`src/rtl/eq_gain_ramp.sv`:
```
// eq_gain_ramp
// Control stage ahead of the 10-band equalizer. Holds one target gain per
// band and, once per audio sample, walks every live gain toward its target by
// at most STEP. The walk runs on a private shadow copy, one band per cycle.
// All ten outputs are then committed together, so the equalizer never sees a
// partially updated set.
//
// Ports
//   clk           rising-edge clock
//   rst           synchronous, active-high reset
//   sample_tick   one-cycle strobe per audio sample; starts a scan when idle
//   wr_valid      target write request
//   wr_ready      write acceptance (low only while rst is high)
//   wr_band       band index 0..9; band 0 drives gain_1
//   wr_gain       new target gain
//   clr_flags     clears both sticky error flags (a same-cycle error wins)
//   gain_1..10    committed live gains (registered)
//   ramp_busy     some committed gain still differs from its target
//   err_bad_band  sticky: a write to a band >= 10 was dropped
//   err_overrun   sticky: a sample_tick arrived while a scan was running
//   dbg_state     current FSM state (IDLE=0, SCAN=1, COMMIT=2)
//
// Write handshake: a write transfers on a rising edge where wr_valid and
// wr_ready are both high. wr_ready is low only while rst is high, so no
// scan or commit activity ever stalls the write port.
module eq_gain_ramp #(
  parameter int GAIN_WIDTH = 13,
  parameter int NUM_BANDS  = 10,
  parameter int STEP       = 8,
  parameter int GAIN_RESET = 4096
) (
  input  logic                  clk,
  input  logic                  rst,
  input  logic                  sample_tick,
  input  logic                  wr_valid,
  output logic                  wr_ready,
  input  logic [3:0]            wr_band,
  input  logic [GAIN_WIDTH-1:0] wr_gain,
  input  logic                  clr_flags,
  output logic [GAIN_WIDTH-1:0] gain_1,
  output logic [GAIN_WIDTH-1:0] gain_2,
  output logic [GAIN_WIDTH-1:0] gain_3,
  output logic [GAIN_WIDTH-1:0] gain_4,
  output logic [GAIN_WIDTH-1:0] gain_5,
  output logic [GAIN_WIDTH-1:0] gain_6,
  output logic [GAIN_WIDTH-1:0] gain_7,
  output logic [GAIN_WIDTH-1:0] gain_8,
  output logic [GAIN_WIDTH-1:0] gain_9,
  output logic [GAIN_WIDTH-1:0] gain_10,
  output logic                  ramp_busy,
  output logic                  err_bad_band,
  output logic                  err_overrun,
  output logic [1:0]            dbg_state
);

  localparam logic [GAIN_WIDTH-1:0] RST_VAL = GAIN_RESET[GAIN_WIDTH-1:0];
  localparam logic [GAIN_WIDTH:0]   STEP_W  = STEP[GAIN_WIDTH:0];
  localparam logic [3:0]            LAST    = 4'(NUM_BANDS - 1);

  typedef enum logic [1:0] {
    IDLE   = 2'd0,
    SCAN   = 2'd1,
    COMMIT = 2'd2
  } state_t;

  state_t                state_q;
  logic [3:0]            idx_q;
  logic [GAIN_WIDTH-1:0] target_q [NUM_BANDS];
  logic [GAIN_WIDTH-1:0] shadow_q [NUM_BANDS];
  logic [GAIN_WIDTH-1:0] gain_q   [NUM_BANDS];
  logic                  busy_q;
  logic                  bad_band_q;
  logic                  overrun_q;
  logic                  any_diff;

  // One ramp step, evaluated one bit wider than a gain so neither the
  // add near full scale nor the subtract near zero can wrap.
  function automatic logic [GAIN_WIDTH-1:0] ramp_step(
    input logic [GAIN_WIDTH-1:0] s,
    input logic [GAIN_WIDTH-1:0] t
  );
    logic [GAIN_WIDTH:0] sw;
    logic [GAIN_WIDTH:0] tw;
    logic [GAIN_WIDTH:0] up;
    logic [GAIN_WIDTH:0] gap;
    sw        = {1'b0, s};
    tw        = {1'b0, t};
    up        = sw + STEP_W;
    gap       = sw - tw;
    ramp_step = s;
    if (sw < tw) begin
      ramp_step = (up > tw) ? t : up[GAIN_WIDTH-1:0];
    end else if (sw > tw) begin
      ramp_step = (gap > STEP_W) ? (s - STEP_W[GAIN_WIDTH-1:0]) : t;
    end
  endfunction

  // Compares against the targets as they stand at the commit edge, so a
  // write landing during the scan is reflected in ramp_busy.
  always_comb begin
    any_diff = 1'b0;
    for (int b = 0; b < NUM_BANDS; b++) begin
      if (shadow_q[b] != target_q[b]) any_diff = 1'b1;
    end
  end

  always_ff @(posedge clk) begin
    if (rst) begin
      state_q    <= IDLE;
      idx_q      <= 4'd0;
      busy_q     <= 1'b0;
      bad_band_q <= 1'b0;
      overrun_q  <= 1'b0;
      for (int b = 0; b < NUM_BANDS; b++) begin
        target_q[b] <= RST_VAL;
        shadow_q[b] <= RST_VAL;
        gain_q[b]   <= RST_VAL;
      end
    end else begin
      // Write port. The scan below reads target_q before this edge, so a
      // write to the band being scanned only affects later ticks.
      if (wr_valid) begin
        if (wr_band < 4'(NUM_BANDS)) begin
          target_q[wr_band] <= wr_gain;
        end
      end

      // Sticky flags: the error event takes priority over the clear.
      if (wr_valid && (wr_band >= 4'(NUM_BANDS))) begin
        bad_band_q <= 1'b1;
      end else if (clr_flags) begin
        bad_band_q <= 1'b0;
      end

      if (sample_tick && (state_q != IDLE)) begin
        overrun_q <= 1'b1;
      end else if (clr_flags) begin
        overrun_q <= 1'b0;
      end

      case (state_q)
        IDLE: begin
          if (sample_tick) begin
            state_q <= SCAN;
            idx_q   <= 4'd0;
          end
        end
        SCAN: begin
          shadow_q[idx_q] <= ramp_step(shadow_q[idx_q], target_q[idx_q]);
          if (idx_q == LAST) begin
            state_q <= COMMIT;
            idx_q   <= 4'd0;
          end else begin
            idx_q <= idx_q + 4'd1;
          end
        end
        COMMIT: begin
          for (int b = 0; b < NUM_BANDS; b++) begin
            gain_q[b] <= shadow_q[b];
          end
          busy_q  <= any_diff;
          state_q <= IDLE;
        end
        default: begin
          state_q <= IDLE;
          idx_q   <= 4'd0;
        end
      endcase
    end
  end

  assign wr_ready     = ~rst;
  assign ramp_busy    = busy_q;
  assign err_bad_band = bad_band_q;
  assign err_overrun  = overrun_q;
  assign dbg_state    = state_q;

  assign gain_1  = gain_q[0];
  assign gain_2  = gain_q[1];
  assign gain_3  = gain_q[2];
  assign gain_4  = gain_q[3];
  assign gain_5  = gain_q[4];
  assign gain_6  = gain_q[5];
  assign gain_7  = gain_q[6];
  assign gain_8  = gain_q[7];
  assign gain_9  = gain_q[8];
  assign gain_10 = gain_q[9];

endmodule
```
`config.mk`:
```
export PLATFORM = sky130hd
export DESIGN_NAME = eq_gain_ramp
export DESIGN_NICKNAME = d
export VERILOG_FILES = /design/src/rtl/eq_gain_ramp.sv
export SDC_FILE = /design/constraint.sdc
export NUM_CORES = 1
export LEC_CHECK = 0
export CAP_MARGIN = 10
export CORE_ASPECT_RATIO = 0.75
export CORE_MARGIN = 10
export CORE_UTILIZATION = 41
export DETAILED_ROUTE_END_ITERATION = 12
export PLACE_DENSITY = 0.71
export SYNTH_ARGS = -nofsm -noshare
export SYNTH_HDL_FRONTEND = slang
export SYNTH_SLANG_ARGS = --single-unit
```
`constraint.sdc`:
```
create_clock -name clk -period 8.4 [get_ports clk]
set_input_delay 1.26 -clock clk [delete_from_list [all_inputs] [get_ports clk]]
set_output_delay 1.26 -clock clk [all_outputs]
set_load 0.1 [all_outputs]
```
==> run_results.csv <==
group,metric,value,unit
outcome,status,"completed",
synth,synth_edf_count,546,
clock_network,cts_max_path_buffers,3,
critical_path,criticalPathCategory,"flop to flop",
power,ir_drop,0.000165,V
sta,tns,0,ns
global_routing,grt_pass1_wl,122000,um
synth,synth_cells,1773,
clock_network,cts_setup_buffers,0,
floorplan,die_w,310,um
floorplan,ios,158,
clock_network,cts_tree,"yes",
drt,num_vias,17200,
synth,syn_avg_cell_area,14.6,um2
global_routing,antenna_found_initial,5,
synth,synthSimpleGateAreaFrac,12.2,%
clock_network,root_buffer,"clkbuf_16",
sta,period_share,82.9,%
place,place_congestion,1.02,
sta,setup_viol,0,
synth,synth_cell_types,79,
sta,slew_headroom,8.82,%
global_routing,overflow,0,
power,p_leak,0.0104,uW
place,hpwl,65400,um
layout,nets,2040,
synth,synth_fa_ha_area_share,1.38,%
clock_network,cts_made_buffers,54,
synth,synthArstFlopShare,0,%
critical_path,crit_arrival,7.35,ns
clock_network,ctsResizeCount,0,
drt,drtIter0Drc,2870,
synth,synth.cell_area,25800,um2
layout,area_growth_syn_to_layout,17.7,%
drt,wl,87000,um
critical_path,ff2ff_path_depth,15,
hold_path,hold_path_class,"flop to flop",
clock_network,holdBufCountCts,0,
floorplan,die_h,237,um
critical_path,cp_max_fo,36,
synth,synth_top_family_by_area,"simple AND/OR/NAND/NOR gates",
critical_path,slowest_stage,"dfxtp_4",
global_routing,grt_pass1_vias,16200,
sta,fmax,144,MHz
clock_network,path_clk_slew,0.06,ns
drt,vias_per_cell,6.05,
sta,hold_viol_final,0,
clock_network,cts_sinks,559,
clock_network,clock_latency,0.63,ns
layout,final_core_util,48.9,%
synth,synth-seq-cells,559,
floorplan,die-area,73600,um2
critical_path,critPathMaxStageDelay,0.84,ns
sta,post-route-min-period,6.96,ns
power,p_per_area,228,nW/um2
hold_path,min_to,"ramp_busy$_SDFFE_PP0N_",
sta,fin_skew,0.0501,ns
hold_path,whs_path_depth,2,
global_routing,track_usage,23.1,%
synth,synth_mux_area_share,11.1,%
sta,timing.final.max_slew_violations,0,
job,cap_violations,0,
synth,synth_compound_area_share,3.72,%
sta,rsz0062_at_grt,"false",
synth,ys.flop_type,"edfxtp_1",
place,portBuffers,157,
critical_path,timing.rr.end,"shadow_q[10][3]$_DFFE_PP_",
floorplan,fp-row-count,79,
critical_path,crit_required,8.79,ns
drt,drc_errors,0,
clock_network,htree_levels,2,
floorplan,core,62200,um2
hold_path,hp-start,"ramp_busy$_SDFFE_PP0N_",
drt,drt_first_pass_iters,6,
drt,post_drt_wl_per_cell,30.5,um
critical_path,critPathCaptureType,"flop",
synth,yosysWarningCount,0,
synth,seq_area_frac_synth,64.5,%
critical_path,regToRegSetupSlack,1.44,ns
global_routing,grt_max_degree,95,
synth,synthXorXnorAreaFrac,4.47,%
layout,drive_gt1_share,13.5,%
critical_path,crit_chain,"buf_12, mux4_2, mux2_2, o21ai_0, ha_1, nand4b_1, a211oi_1, and2_0, a2111oi_0, nor4bb_1, buf_4, and2_1, mux2i_1, nand4_1, nor2_1",
drt,final_antenna_net_count,0,
critical_path,startpoint_type,"flop",
floorplan,initial_core_util,41.6,%
sta,tightest_slew,1.37,ns
-- how the worst max path moves through the flow --
stage	start	end	slack, ns
finish	flop	shadow_q[10][3]$_DFFE_PP_	1.44
global route	flop	shadow_q[10][3]$_DFFE_PP_	1.18
detailed placement	flop	shadow_q[10][3]$_DFFE_PP_	1.60
floorplan	flop	shadow_q[10][0]$_DFFE_PP_	2.42
CTS	flop	shadow_q[10][3]$_DFFE_PP_	1.61
global placement	flop	shadow_q[14][3]$_DFFE_PP_	1.77
-- layout by cell type, fill, tap and decap left out, drive strengths merged, types with 35 or more instances in the layout --
master,n
inv,66
xor2,73
clkdlybuf4s50,157
edfxtp,546
conb,78
xnor2,59
nor2,267
clkbuf,67
mux4,119
and2,116
nand3,35
nand2,69
-- where the power goes --
part | internal [uW] | total [uW] | switching (uW)
logic | 320 | 999 | 680
clock network | 1500 | 2590 | 1100
registers | 3180 | 3340 | 156
total | 5000 | 6930 | 1930
-- registers in the layout (all words and copies together), names as in the netlist, named ones only --
register,cells
shadow_q,208
target_q,208
gain_q,130
idx_q,4
dbg_state,2
err_bad_band,1
err_overrun,1
ramp_busy,1
-- final cells by class --
cell class,instances,area (um2)
sequential,559,16700
multi-input combinational,1136,8820
clock inverter,35,455
inverter,62,235
timing repair buffer,177,1780
clock buffer,67,1430
tap,810,1010
antenna,2,5.00
fill,5227,31800
-- stage by stage --
stage	std cells	worst slack [ns]	instance area, um2	hold slack [ns]	total power [uW]
after floorplan	1850	2.42	26100	0.517	4000
after global placement	2743	1.77	28500	0.454	4360
after detailed placement	2743	1.60	28500	0.456	4360
after CTS	2845	1.61	30400	0.466	6920
after global routing	2846	1.18	30400	0.500	7100
final	2848	1.44	30400	0.461	6930
-- metal layers --
layer	wire length, um	up-vias	GRT usage (%)
met5	138	-	1.06
met4	2140	4	4.73
met3	16200	122	11.1
met2	34600	1428	31.3
met1	33900	8652	33.0
li1	-	7031	-
-- cell usage after synthesis, types with 4 or more instances --
master     number  area share (%)
nand4b_1        4            0.14
xor2_1         73             2.5
nand3_1        35            0.68
a21oi_1        19            0.37
and2_1        115             2.8
clkbuf_1       59            0.86
nor2_1        256             3.7
o211ai_1        5            0.15
buf_1           4           0.058
or3_1          10            0.24
nand2_1        68            0.99
nor3_1         32            0.62
inv_1          57            0.83
a221oi_1        4            0.14
o21ai_0        16            0.31
xnor2_1        59             2.0
buf_2          19            0.37
nor2_2         10            0.24
dfxtp_1        13             1.0
nor3b_1         4            0.12
nor4_1         27            0.65
buf_6           8            0.35
a22o_1          5            0.17
edfxtp_1      546              63
mux4_2        119              10
mux2_2          5            0.22
o2bb2ai_1       7            0.24
nand2b_1       13            0.31
a22oi_1        13            0.38
ha_1           27             1.3
nand4_1        32            0.77
nor2b_1        12            0.29
and3_1          7            0.17
o22ai_1         6            0.15
mux2i_1         8            0.31
-- worst max-delay path: cells and delay by family (launching register included) --
family / cells / cell delay [ns]
mux: 3 / 1.07
fa+ha+maj: 1 / 0.48
buf+inv: 2 / 0.62
compound gates: 3 / 1.48
flops: 1 / 0.84
simple gates: 6 / 2.15
-- kinds of logic after synthesis --
logic type	after synthesis
buffers and inverters	155
AO/OA/AOI/OAI	123
flip-flops	559
AND/OR/NAND/NOR	640
XOR/XNOR	132
adder cells (fa/ha/maj)	28
multiplexers	135
other	1
Note: power is estimated with default switching activity, not from simulation.
